`config.mk`:
```
export PLATFORM = sky130hd
export DESIGN_NAME = tx_scheduler
export DESIGN_NICKNAME = d
export VERILOG_FILES = /design/src/rtl/tx_scheduler.sv
export SDC_FILE = /design/constraint.sdc
export NUM_CORES = 1
export LEC_CHECK = 0
export BUFFER_PORTS_ARGS = -buffer_cell sky130_fd_sc_hd__clkbuf_2
export CORE_ASPECT_RATIO = 1.2
export CORE_MARGIN = 1
export CORE_UTILIZATION = 35
export CTS_CLUSTER_SIZE = 8
export DETAILED_ROUTE_END_ITERATION = 10
export PLACE_DENSITY = 0.66
export SLEW_MARGIN = 20
export SYNTH_ARGS = -nofsm -noshare
export SYNTH_HDL_FRONTEND = slang
export SYNTH_SLANG_ARGS = --single-unit
export TNS_END_PERCENT = 10
```
`constraint.sdc`:
```
create_clock -name clk -period 2.05 [get_ports clk]
set_clock_uncertainty 0.1 [all_clocks]
set_input_delay 0.1025 -clock clk [delete_from_list [all_inputs] [get_ports clk]]
set_output_delay 0.1025 -clock clk [all_outputs]
set_load 0.02 [all_outputs]
```
`src/rtl/tx_scheduler.sv`:
```
// Round-robin arbiter sharing one Ethernet TX serializer between NUM_REQ requesters.
// Optional per-requester grant / timeout statistics when TX_SCHED_STATS_EN is defined.
module tx_scheduler #(
    parameter int NUM_REQ        = 2,
    parameter int IFG_CYCLES     = 48,
    parameter int TIMEOUT_CYCLES = 4096
) (
    input  logic                   clk,
    input  logic                   rst_n,
    input  logic [NUM_REQ-1:0]     req_valid,
    input  logic [32*NUM_REQ-1:0]  req_data,
    output logic [NUM_REQ-1:0]     req_ready,
    output logic                   tx_start,
    output logic [31:0]            tx_data,
    output logic [2:0]             tx_src,
    input  logic                   tx_busy,
    input  logic                   tx_done,
    output logic                   err_timeout
`ifdef TX_SCHED_STATS_EN
    ,
    output logic [16*NUM_REQ-1:0]  grant_count,
    output logic [7:0]             timeout_count
`endif
);

    localparam int PTR_W = $clog2(NUM_REQ);
    localparam int TO_W  = $clog2(TIMEOUT_CYCLES + 1);
    localparam int GAP_W = $clog2(IFG_CYCLES + 1);
    localparam logic [PTR_W:0]   NUM_REQ_W = (PTR_W + 1)'(NUM_REQ);
    localparam logic [TO_W-1:0]  TO_LAST   = TO_W'(TIMEOUT_CYCLES - 1);
    localparam logic [GAP_W-1:0] GAP_LAST  = GAP_W'(IFG_CYCLES - 1);

    typedef enum logic [2:0] {
        IDLE      = 3'd0,
        START     = 3'd1,
        WAIT_BUSY = 3'd2,
        SEND      = 3'd3,
        GAP       = 3'd4
    } state_t;

    state_t             state_r;
    logic [PTR_W-1:0]   rr_ptr_r;
    logic [TO_W-1:0]    to_cnt_r;
    logic [GAP_W-1:0]   gap_cnt_r;

    logic [NUM_REQ-1:0] rot_s;
    logic [PTR_W:0]     sum_s;
    logic [PTR_W:0]     nxt_s;
    logic [PTR_W-1:0]   cand_s;
    logic [PTR_W-1:0]   win_s;
    logic [PTR_W-1:0]   next_ptr_s;
    logic               hit_s;
    logic               win_found_s;
    logic [31:0]        words_s [NUM_REQ];

    // Unpack requester words into an array indexed by requester number.
    always_comb begin
        for (int k = 0; k < NUM_REQ; k++) begin
            words_s[k] = req_data[32*k +: 32];
        end
    end

    // Round-robin pick: rotate valids so bit 0 is rr_ptr, take the first set bit.
    always_comb begin
        rot_s       = NUM_REQ'({req_valid, req_valid} >> rr_ptr_r);
        sum_s       = '0;
        cand_s      = '0;
        hit_s       = 1'b0;
        win_s       = '0;
        win_found_s = 1'b0;
        for (int k = 0; k < NUM_REQ; k++) begin
            sum_s       = {1'b0, rr_ptr_r} + (PTR_W + 1)'(k);
            cand_s      = (sum_s >= NUM_REQ_W) ? PTR_W'(sum_s - NUM_REQ_W) : PTR_W'(sum_s);
            hit_s       = rot_s[k] & ~win_found_s;
            win_s       = hit_s ? cand_s : win_s;
            win_found_s = win_found_s | hit_s;
        end
        nxt_s      = {1'b0, win_s} + (PTR_W + 1)'(1);
        next_ptr_s = (nxt_s >= NUM_REQ_W) ? '0 : PTR_W'(nxt_s);
    end

    // Main sequencer: grant, start pulse, busy/done handshake with timeout, inter-frame gap.
    always_ff @(posedge clk or negedge rst_n) begin
        if (!rst_n) begin
            state_r     <= IDLE;
            rr_ptr_r    <= '0;
            to_cnt_r    <= '0;
            gap_cnt_r   <= '0;
            req_ready   <= '0;
            tx_start    <= 1'b0;
            tx_data     <= 32'h0000_0000;
            tx_src      <= 3'd0;
            err_timeout <= 1'b0;
        end else begin
            req_ready   <= '0;
            tx_start    <= 1'b0;
            err_timeout <= 1'b0;
            case (state_r)
                IDLE: begin
                    if (win_found_s) begin
                        tx_data   <= words_s[win_s];
                        tx_src    <= 3'(win_s);
                        req_ready <= {{(NUM_REQ-1){1'b0}}, 1'b1} << win_s;
                        rr_ptr_r  <= next_ptr_s;
                        state_r   <= START;
                    end else begin
                        state_r   <= IDLE;
                    end
                end
                START: begin
                    tx_start <= 1'b1;
                    to_cnt_r <= '0;
                    state_r  <= WAIT_BUSY;
                end
                WAIT_BUSY: begin
                    // A done without any busy is a (very short) completed frame.
                    if (tx_done) begin
                        to_cnt_r <= '0;
                        state_r  <= GAP;
                    end else if (tx_busy) begin
                        to_cnt_r <= '0;
                        state_r  <= SEND;
                    end else if (to_cnt_r >= TO_LAST) begin
                        to_cnt_r    <= '0;
                        err_timeout <= 1'b1;
                        state_r     <= GAP;
                    end else begin
                        to_cnt_r <= to_cnt_r + TO_W'(1);
                    end
                end
                SEND: begin
                    if (tx_done) begin
                        to_cnt_r <= '0;
                        state_r  <= GAP;
                    end else if (to_cnt_r >= TO_LAST) begin
                        to_cnt_r    <= '0;
                        err_timeout <= 1'b1;
                        state_r     <= GAP;
                    end else begin
                        to_cnt_r <= to_cnt_r + TO_W'(1);
                    end
                end
                GAP: begin
                    // The gap is measured from the moment the line actually goes quiet.
                    if (tx_busy) begin
                        gap_cnt_r <= gap_cnt_r;
                    end else if (gap_cnt_r >= GAP_LAST) begin
                        gap_cnt_r <= '0;
                        state_r   <= IDLE;
                    end else begin
                        gap_cnt_r <= gap_cnt_r + GAP_W'(1);
                    end
                end
                default: begin
                    to_cnt_r  <= '0;
                    gap_cnt_r <= '0;
                    state_r   <= IDLE;
                end
            endcase
        end
    end

`ifdef TX_SCHED_STATS_EN
    // Saturating statistics, bumped one clock after the corresponding pulse.
    always_ff @(posedge clk or negedge rst_n) begin
        if (!rst_n) begin
            grant_count   <= '0;
            timeout_count <= 8'h00;
        end else begin
            for (int i = 0; i < NUM_REQ; i++) begin
                if (req_ready[i] && (grant_count[16*i +: 16] != 16'hFFFF)) begin
                    grant_count[16*i +: 16] <= grant_count[16*i +: 16] + 16'd1;
                end
            end
            if (err_timeout && (timeout_count != 8'hFF)) begin
                timeout_count <= timeout_count + 8'd1;
            end
        end
    end
`endif

endmodule

```
==> results by group, run 1 <==
Status
  – Outcome: finished with violations
  – Violated checks: DRC

Critical path
  – Setup crit start kind: flip-flop
  – Critical path endpoint category: flip-flop
  – Worst Path Arrival: 2060 ps
  – Buffering stage count on the worst path with inverters included: 2
  – CP cell instances: o21ai_4 -> buf_12 -> mux2i_1 -> dlygate4sd3_1 -> o21ai_0
  – Critical R2R Capture: tx_data[23]$_DFFE_PN0P_
  – Slowest stage delay, CP: 570 ps
  – WS Path Type: flip-flop to flip-flop
  – Max stage delay cell, worst path: dlygate4sd3_1
  – Worst Path Required: 2160 ps
  – FF-to-FF setup slack: 100 ps
  – Crit path max fanout: 31
  – R2R cell count: 5
  – RR Startpoint: rr_ptr_r$_DFFE_PN0P_
  – Crit-path leading delay family: buffers and inverters

CTS
  – Post-CTS setup buffers: 0
  – CTS tree: built
  – Root Driver: clkbuf_8
  – Reg clk slew, reported paths: 60 ps
  – H-tree depth: 3
  – CTS Buf Count: 9
  – Clk Latency, worst-skew pair: 340 ps
  – Clock buffer depth: 2
  – Clk sinks: 60

Synth
  – Syn avg cell area: 10.55 um2
  – Top cells by area, synth: dfrtp_1, mux2i_1, a221o_1
  – Async set-reset flop share out of synthesis: 1.000
  – Register area share after synthesis: 0.5215
  – Synth Flop Type: dfrtp_1
  – Syn. warnings: 0
  – Yosys top cell area share: 0.5215
  – Synth Instances: 273
  – Post-synth EDFFs: 0
  – Yosys cell types: 49
  – Synthesized flop and latch total: 60
  – Synth Cell Area: 2879 um2
  – Largest area contributor in the netlist: dfrtp_1

Pwr
  – Max IR drop VDD: 0.7221 mV
  – Pwr Density: 1171 nW/um2
  – Leakage: 2.227 nW
  – PnR Total Power: 5.141 mW

Route
  – DRC: 1
  – First-pass DRT Iterations: 7
  – Vias/cell: 5.103
  – ANT nets after route: 0
  – Via count: 2776
  – WL/cell: 13.98 um
  – Iter 0 DRT Violations: 136
  – Detailed Route WL: 7.605 mm

STA
  – Clock period minus worst slack: 1951 ps
  – Setup ws final: 99.45 ps
  – Max Clock Freq: 512.7 MHz
  – RSZ-0062 raised after global routing: yes
  – Final hold violation count: 0
  – Hold WS: 16.46 ps
  – Period utilization: 0.9515
  – Setup violators final: 0
  – Slew Limit Fails: 0
  – Worst-Margin Slew: 525.2 ps
  – Slew headroom: 0.6499

Placed design
  – Area of placed instances: 3556 um2
  – Buffers added on ports: 106
  – RD Place Congestion: 0.8305
  – DP Wirelength: 4.611 mm
  – Dpl ws: 202.0 ps

Cells and area
  – Finished Cell Area: 4390 um2
  – Final nets: 519
  – # fillers: 637
  – Area grow syn2layout: 52.50%
  – Layout cell share with drive strength beyond 1: 0.3142
  – Final Util: 0.5601
  – Diode count: 0

GRT
  – GRT Util Overall: 0.1912
  – Vias in the first global route: 2846
  – Largest net degree at the start of global routing: 42
  – First-pass GRT wire length: 12.99 mm
  – GRT Residual Overflow: 0
  – Initial antenna violation count: 0

Worst hold path
  – Hold path startpoint: req_data[0]
  – Worst Hold Class: input pin to flip-flop
  – Hold path depth: 3
  – Hold endpoint: tx_data[0]$_DFFE_PN0P_

Floorplanning
  – Std cell rows: 35
  – Die X: 84.80 um
  – Core box area: 7839 um2
  – Initial Util: 0.3673
  – # IOs: 109
  – Die Y: 101.4 um
  – Die ar.: 8594 um2

Flow run
  – Max_cap viols: 0
## worst reg2reg max path: stages, from the launching register on
cell	delay, ps
dfrtp_1	400
o21ai_4	200
buf_12	240
mux2i_1	230
dlygate4sd3_1	570
o21ai_0	80
## cell families (layout without fill, tap and decap cells)
group                    count (synthesis)  in the layout  share of synthesized area
adder cells (fa/ha/maj)                  2              2                   0.008690
AND/OR/NAND/NOR                         92             92                     0.1686
other                                    1              2                   0.001303
AO/OA/AOI/OAI                           69             69                     0.1682
flip-flops                              60             60                     0.5215
multiplexers                            21             21                    0.07301
buffers and inverters                   24            202                    0.04651
XOR/XNOR                                 4              4                    0.01217
## flip-flops by register name (all words and copies together), names as in the netlist
register / cells
to_cnt_r: 13
tx_data: 32
tx_src: 1
gap_cnt_r: 6
state_r: 3
tx_start: 1
err_timeout: 1
req_ready: 2
rr_ptr_r: 1
## layout by cell type, fill, tap and decap left out, types with 2 or more instances in the layout
| cell type | count |
|---|---|
| a21oi_1 | 3 |
| a221o_1 | 12 |
| a31oi_1 | 8 |
| a32o_1 | 2 |
| and2_1 | 2 |
| and3_1 | 17 |
| and4_1 | 2 |
| buf_12 | 3 |
| buf_4 | 7 |
| clkbuf_2 | 106 |
| clkbuf_8 | 11 |
| clkinv_2 | 2 |
| conb_1 | 2 |
| dfrtp_1 | 60 |
| dlygate4sd3_1 | 63 |
| ha_1 | 2 |
| inv_1 | 7 |
| mux2i_1 | 21 |
| nand2_1 | 32 |
| nand3_1 | 12 |
| nand4_1 | 2 |
| nor2_1 | 12 |
| nor3_1 | 2 |
| o2111ai_1 | 2 |
| o21a_1 | 2 |
| o21ai_0 | 21 |
| o21ai_1 | 3 |
| o21ai_4 | 2 |
| o22ai_1 | 2 |
| xor2_1 | 4 |
## power breakdown
group	internal, mW	switching (mW)	total, mW
Clock	0.624	0.453	1.08
Combinational	0.914	1.28	2.20
Sequential	1.59	0.271	1.87
Total	3.13	2.01	5.14
## cell usage after synthesis (all sizes together) (2+ instances only)
cell     instances
dfrtp           60
nand2           32
o21ai           26
mux2i           21
and3            17
nor2            14
a221o           12
nand3           12
buf             10
a31oi            8
clkbuf           7
inv              7
xor2             4
a21oi            3
nand4            3
nor3             3
o21a             3
a32o             2
and2             2
and4             2
ha               2
o2111ai          2
o22ai            2
or3b             2
## final cells by class
type,count,area [um2],share of cell area
Inverter,7,26.28,0.005985
Sequential cell,60,1501,0.3420
Tap cell,92,115.1,0.02622
Multi-Input combinational cell,190,1271,0.2895
Clock buffer,12,155.1,0.03534
Timing Repair Buffer,179,1274,0.2901
Clock inverter,4,47.55,0.01083
## routing by layer
| metal | track usage | routed length, um |
|---|---|---|
| met5 | 0 | 0 |
| met1 | 0.2334 | 3224 |
| met2 | 0.3258 | 3844 |
| met3 | 0.04238 | 362 |
| met4 | 0.08605 | 174 |
## stage by stage
stage	std cells	setup TNS, ps
global placement	465	0
CTS	544	0
floorplan	274	0
global route	544	-22.33
detailed placement	465	0
finish	544	0
## how the worst max path moves through the flow
| stage | start | to | cells after the start |
|---|---|---|---|
| finish | rr_ptr_r$_DFFE_PN0P_ | tx_data[23]$_DFFE_PN0P_ | 5 |
| global route | rr_ptr_r$_DFFE_PN0P_ | tx_data[23]$_DFFE_PN0P_ | 5 |
| CTS | rr_ptr_r$_DFFE_PN0P_ | tx_data[15]$_DFFE_PN0P_ | 5 |
| detailed placement | state_r[2]$_DFFE_PN0P_ | tx_data[0]$_DFFE_PN0P_ | 4 |
| global placement | to_cnt_r[0]$_DFFE_PN0N_ | state_r[2]$_DFFE_PN0P_ | 6 |
| floorplan | to_cnt_r[5]$_DFFE_PN0N_ | to_cnt_r[9]$_DFFE_PN0N_ | 6 |
## repair_timing
item                                    CTS  global route
hold buffers                             63             0
gates resized for setup                   0             1
hold endpoints to repair                 51             0
endpoints found under the setup margin    0            10
(Power assumes the default switching activity.)
==> inputs of run 2 (changes only) <==
Settings changed: CORE_UTILIZATION 35 to 42, PLACE_DENSITY 0.66 to 0.76.
==> results by group, run 2 (synthesis gave the netlist of run 1 again) <==
Pwr
  – Max IR drop VDD: 0.6998 mV (was 0.7221 mV)
  – Pwr Density: 1161 nW/um2 (was 1171 nW/um2)
  – Leakage: 2.167 nW (was 2.227 nW)

Cells and area
  – Diode count: 0 (unchanged)
  – Top reg by flops: tx_data (unchanged)
  – Most frequent cells in the layout: clkbuf_2, dfrtp_1, dlygate4sd3_1 (was clkbuf_2, dlygate4sd3_1, dfrtp_1)
  – Most common cell after layout, fill and taps aside: clkbuf_2 (unchanged)
  – Final Util: 0.6520 (was 0.5601)
  – Biggest regs: tx_data (32), to_cnt_r (13), gap_cnt_r (6) (unchanged)
  – Layout cell share with drive strength beyond 1: 0.3205 (was 0.3142)
  – Area grow syn2layout: 47.81% (was 52.50%)
  – Largest register FFs: 32 (unchanged)
  – Final nets: 511 (was 519)

GRT
  – GRT Util Overall: 0.2394 (was 0.1912)
  – Global routing met2 resource utilization: 0.3931 (was 0.3258)
  – M3 GR Usage: 0.04828 (was 0.04238)
  – Largest net degree at the start of global routing: 40 (was 42)
  – Met1 usage in global routing: 0.2820 (was 0.2334)
  – Initial antenna violation count: 0 (unchanged)
  – First-pass GRT wire length: 13.42 mm (was 12.99 mm)
  – Vias in the first global route: 2955 (was 2846)
  – GRT Residual Overflow: 0 (unchanged)
  – GRT Max-Usage Layer: met2 (unchanged)

CTS
  – Clk sinks: 60 (unchanged)
  – Root Driver: clkbuf_8 (unchanged)
  – Reg clk slew, reported paths: 70 ps (was 60 ps)
  – H-tree depth: 3 (unchanged)
  – Post-CTS setup buffers: 0 (unchanged)
  – CTS Buf Count: 9 (unchanged)
  – Clk Latency, worst-skew pair: 330 ps (was 340 ps)
  – Clock buffer depth: 2 (unchanged)
  – CTS tree: built (unchanged)

Route
  – ANT nets after route: 0 (unchanged)
  – DRC: 0 (was 1)
  – First-pass DRT Iterations: 4 (was 7)
  – Via count: 2841 (was 2776)
  – WL/cell: 15.09 um (was 13.98 um)
  – Iter 0 DRT Violations: 196 (was 136)
  – Detailed Route WL: 7.965 mm (was 7.605 mm)
  – Vias/cell: 5.381 (was 5.103)

STA
  – Final hold violation count: 0 (unchanged)
  – Setup violators final: 0 (unchanged)
  – Slew Limit Fails: 0 (unchanged)
  – Worst-Margin Slew: 753.1 ps (was 525.2 ps)
  – Period utilization: 0.9637 (was 0.9515)
  – Slew headroom: 0.4960 (was 0.6499)
  – RSZ-0062 raised after global routing: no (was yes)
  – Clock period minus worst slack: 1976 ps (was 1951 ps)
  – Setup_tns: 0 ps (unchanged)
  – Max Clock Freq: 506.2 MHz (was 512.7 MHz)

Floorplanning
  – Core box area: 6526 um2 (was 7839 um2)
  – Die Y: 92.70 um (was 101.4 um)
  – Std cell rows: 32 (was 35)
  – Die ar.: 7191 um2 (was 8594 um2)
  – # IOs: 109 (unchanged)
  – Die X: 77.58 um (was 84.80 um)
  – Initial Util: 0.4411 (was 0.3673)

Placed design
  – RD Place Congestion: 0.8105 (was 0.8305)
  – DP Wirelength: 4.666 mm (was 4.611 mm)
  – Buffers added on ports: 106 (unchanged)

Status
  – Outcome: finished clean (was finished with violations)

Critical path
  – WS Path Type: flip-flop to flip-flop (unchanged)
  – FF-to-FF setup slack: 70 ps (was 100 ps)
  – Worst Path Arrival: 2070 ps (was 2060 ps)
  – Worst Path Required: 2150 ps (was 2160 ps)
  – Crit path max fanout: 32 (was 31)
  – Critical path endpoint category: flip-flop (unchanged)
  – Setup crit start kind: flip-flop (unchanged)

Flow run
  – Max_cap viols: 0 (unchanged)

Worst hold path
  – Worst Hold Class: input pin to flip-flop (unchanged)
==> run 2: area by class of cell <==
type / instances / area [um2]
fill: 485 / 2271
tap: 85 / 106.4
sequential: 60 / 1501
clock buffer: 11 / 141.4
timing repair buffer: 171 / 1176
multi-input combinational: 190 / 1277
clock inverter: 4 / 26.28
inverter: 7 / 26.28
==> run 2: what timing repair did <==
action	in CTS	in global routing
hold buffers	55	0
setup endpoints to repair	0	23
gates resized for setup	0	4
endpoints found under the hold margin	52	0
==> run 2: metal layers <==
layer,vias up,routed length (um)
met1,1346,3190
met2,125,3918
met5,-,0
met4,0,391
li1,1334,-
met3,36,463
==> run 2: report_power, final <==
part | leakage [nW] | internal, mW | total (mW) | switching [mW]
combinational | 1.31 | 0.845 | 2.15 | 1.30
clock | 0.0852 | 0.463 | 0.908 | 0.446
sequential | 0.775 | 1.60 | 1.89 | 0.292
==> run 2: stage by stage <==
step | hold slack [ps] | instances | power, mW | setup WS (ps) | instance area (um2)
2_1_floorplan | -293.1 | 274 | 3.199 | 418.0 | 2883
4_1_cts | 2.387 | 528 | 4.886 | 27.98 | 4240
6_report | 3.744 | 528 | 4.941 | 74.49 | 4255
3_3_place_gp | 20.59 | 458 | 3.827 | 193.1 | 3522
3_5_place_dp | 32.00 | 458 | 3.894 | 122.3 | 3522
5_1_grt | 11.64 | 528 | 5.245 | 0.3606 | 4255
==> run 2: final timing paths <==
path                                        from                       to  depth (start not counted)
max                         rr_ptr_r$_DFFE_PN0P_  tx_data[17]$_DFFE_PN0P_                          5
min                                 req_data[47]  tx_data[15]$_DFFE_PN0P_                          3
max reg2reg                 rr_ptr_r$_DFFE_PN0P_  tx_data[17]$_DFFE_PN0P_                          5
min reg2reg                tx_src[0]$_DFFE_PN0P_    tx_src[0]$_DFFE_PN0P_                          1
max in group asynchronous                  rst_n  tx_data[25]$_DFFE_PN0P_                          3
min in group asynchronous                  rst_n   tx_data[9]$_DFFE_PN0P_                          2
==> run 2: worst max-delay path, stage by stage, from the launching register on <==
cell and delay [ps]:
dfrtp_1 410, o21ai_4 170, buf_8 270, mux2i_1 200, dlygate4sd3_1 570, o21ai_0 90
==> inputs of run 3 (changes only) <==
Settings changed: SETUP_SLACK_MARGIN from default to 0.5.
==> results by group, run 3 (synthesis gave the netlist of run 1 again) <==
Critical path
  – Slowest stage delay, CP: 500 ps (was 570 ps)
  – Critical path endpoint category: flip-flop (unchanged)
  – Crit path max fanout: 8 (was 32)
  – Worst Path Arrival: 1840 ps (was 2070 ps)
  – WS Path Type: flip-flop to flip-flop (unchanged)
  – Max stage delay cell, worst path: o41a_1 (was dlygate4sd3_1)
  – Setup crit start kind: flip-flop (unchanged)
  – CP cell instances: nand4_4 -> o41a_1 -> buf_6 -> a32oi_1 -> o31ai_1 (was o21ai_4 -> buf_8 -> mux2i_1 -> dlygate4sd3_1 -> o21ai_0)
  – Worst Path Required: 2160 ps (was 2150 ps)

Cells and area
  – Layout cell share with drive strength beyond 1: 0.3595 (was 0.3205)
  – Most common cell after layout, fill and taps aside: clkbuf_2 (unchanged)
  – Register Area: 1508 um2 (was 1501 um2)
  – Final nets: 526 (was 511)
  – Multi-input gate area: 1319 um2 (was 1277 um2)
  – Most frequent cells in the layout: clkbuf_2, dlygate4sd3_1, dfrtp_1 (was clkbuf_2, dfrtp_1, dlygate4sd3_1)
  – Top reg by flops: tx_data (unchanged)
  – Largest register FFs: 32 (unchanged)
  – Final Util: 0.6850 (was 0.6520)
  – # fillers: 458 (was 485)
  – Diode count: 0 (unchanged)
  – Area grow syn2layout: 55.28% (was 47.81%)
  – Biggest regs: tx_data (32), to_cnt_r (13), gap_cnt_r (6) (unchanged)

Pwr
  – Pwr Density: 1166 nW/um2 (was 1161 nW/um2)
  – Max IR drop VDD: 0.8027 mV (was 0.6998 mV)
  – Leakage: 2.267 nW (was 2.167 nW)

Floorplanning
  – Initial Util: 0.4411 (unchanged)
  – # IOs: 109 (unchanged)
  – Die ar.: 7191 um2 (unchanged)
  – Die X: 77.58 um (unchanged)
  – Std cell rows: 32 (unchanged)
  – Core box area: 6526 um2 (unchanged)
  – Die Y: 92.70 um (unchanged)

GRT
  – Vias in the first global route: 2923 (was 2955)
  – First-pass GRT wire length: 13.58 mm (was 13.42 mm)
  – GRT Residual Overflow: 0 (unchanged)
  – GRT Util Overall: 0.2456 (was 0.2394)
  – Initial antenna violation count: 0 (unchanged)
  – Largest net degree at the start of global routing: 61 (was 40)

CTS
  – H-tree depth: 3 (unchanged)
  – CTS Buf Count: 9 (unchanged)
  – Clock buffer depth: 2 (unchanged)
  – CTS tree: built (unchanged)
  – Root Driver: clkbuf_8 (unchanged)
  – Clk sinks: 60 (unchanged)
  – Reg clk slew, reported paths: 70 ps (about the same)
  – Clk Latency, worst-skew pair: 340 ps (was 330 ps)

Worst hold path
  – Worst Hold Class: input pin to flip-flop (unchanged)

STA
  – Max Clock Freq: 578.6 MHz (was 506.2 MHz)
  – Final hold violation count: 1 (was 0)
  – Setup_tns: 0 ps (unchanged)
  – RSZ-0062 raised after global routing: yes (was no)
  – Slew Limit Fails: 0 (unchanged)
  – Worst-Margin Slew: 753.8 ps (was 753.1 ps)
  – Clock period minus worst slack: 1728 ps (was 1976 ps)
  – Setup violators final: 0 (unchanged)
  – Period utilization: 0.8430 (was 0.9637)
  – Slew headroom: 0.4974 (was 0.4960)
  – Hold WS: -10.89 ps (was 3.744 ps)

Route
  – DRC: 0 (unchanged)
  – Detailed Route WL: 8.602 mm (was 7.965 mm)
  – Iter 0 DRT Violations: 251 (was 196)
  – Via count: 2902 (was 2841)
  – Vias/cell: 5.335 (was 5.381)
  – ANT nets after route: 0 (unchanged)
  – WL/cell: 15.81 um (was 15.09 um)
  – First-pass DRT Iterations: 4 (unchanged)

Flow run
  – Max_cap viols: 0 (unchanged)

Status
  – Outcome: finished with violations (was finished clean)
  – Violated checks: hold timing

Placed design
  – DP Wirelength: 4.719 mm (was 4.666 mm)
  – Buffers added on ports: 106 (unchanged)
  – RD Place Congestion: 0.8393 (was 0.8105)
[run 3: cell count changes in the layout (fill, tap and decap cells not counted), moves of 2 or more]
cell,change
dfrtp_1,-5
buf_6,+5
buf_12,+2
a31oi_1,-2
dfrtp_2,+5
buf_4,+8
a31oi_2,+2
[run 3: power by group]
| group | internal (mW) | leakage, nW | switching [mW] |
|---|---|---|---|
| clock | 0.555 | 0.0931 | 0.460 |
| sequential | 1.60 | 0.767 | 0.292 |
| combinational | 0.944 | 1.41 | 1.36 |
| total | 3.10 | 2.27 | 2.12 |
[run 3: path summary, 6_finish.rpt]
kind | start | endpoint | depth (start not counted) | slack [ps]
worst max register to register | to_cnt_r[7]$_DFFE_PN0N_ | to_cnt_r[9]$_DFFE_PN0N_ | 5 | 320
worst min-delay path | req_data[57] | tx_data[25]$_DFFE_PN0P_ | 3 | -10
worst min register to register | tx_data[13]$_DFFE_PN0P_ | tx_data[13]$_DFFE_PN0P_ | 2 | 380
min in group asynchronous | rst_n | to_cnt_r[10]$_DFFE_PN0N_ | 3 | 350
max in group asynchronous | rst_n | state_r[2]$_DFFE_PN0P_ | 3 | 950
worst max-delay path | to_cnt_r[7]$_DFFE_PN0N_ | to_cnt_r[9]$_DFFE_PN0N_ | 5 | 320
[run 3: routing by layer]
layer,GRT usage,wire length [um],up-vias
li1,-,-,1365
met1,0.2857,3379,1377
met2,0.4100,4410,132
met3,0.05813,515,28
met4,0.1462,296,0
met5,0,0,-
[run 3: layout make-up]
cell class	count	area share
inverters	7	0.005877
clock buffers	11	0.02939
flip-flops and latches	60	0.3373
clock inverters	5	0.01175
repair buffers	186	0.2969
well taps	85	0.02379
multi-input cells	190	0.2950
[run 3: what timing repair did]
item | CTS | global route
setup buffers | 8 | 7
hold buffers | 56 | 0
pin swaps | 4 | 2
setup endpoints to repair | 50 | 54
hold endpoints to repair | 90 | 0
gates resized for setup | 7 | 11
[run 3: worst max-delay path, delay by kind of cell (launching register included)]
family                 cells  cell delay (ps)
AOI/OAI and AO/OA          3              780
DFF                        1              420
and+or+nand+nor            1              120
buffers and inverters      1              170
[run 3: per-stage QoR]
stage	total power, mW	cell area [um2]	cells	hold WS, ps	setup WS (ps)
3_3_place_gp	3.858	3532	457	203.8	246.0
4_1_cts	5.105	4377	537	0.6351	385.4
3_5_place_dp	3.918	3532	457	204.2	165.5
6_report	5.215	4471	544	-10.89	321.8
5_1_grt	5.511	4471	544	3.065	286.4
2_1_floorplan	3.212	2892	274	-293.1	418.0
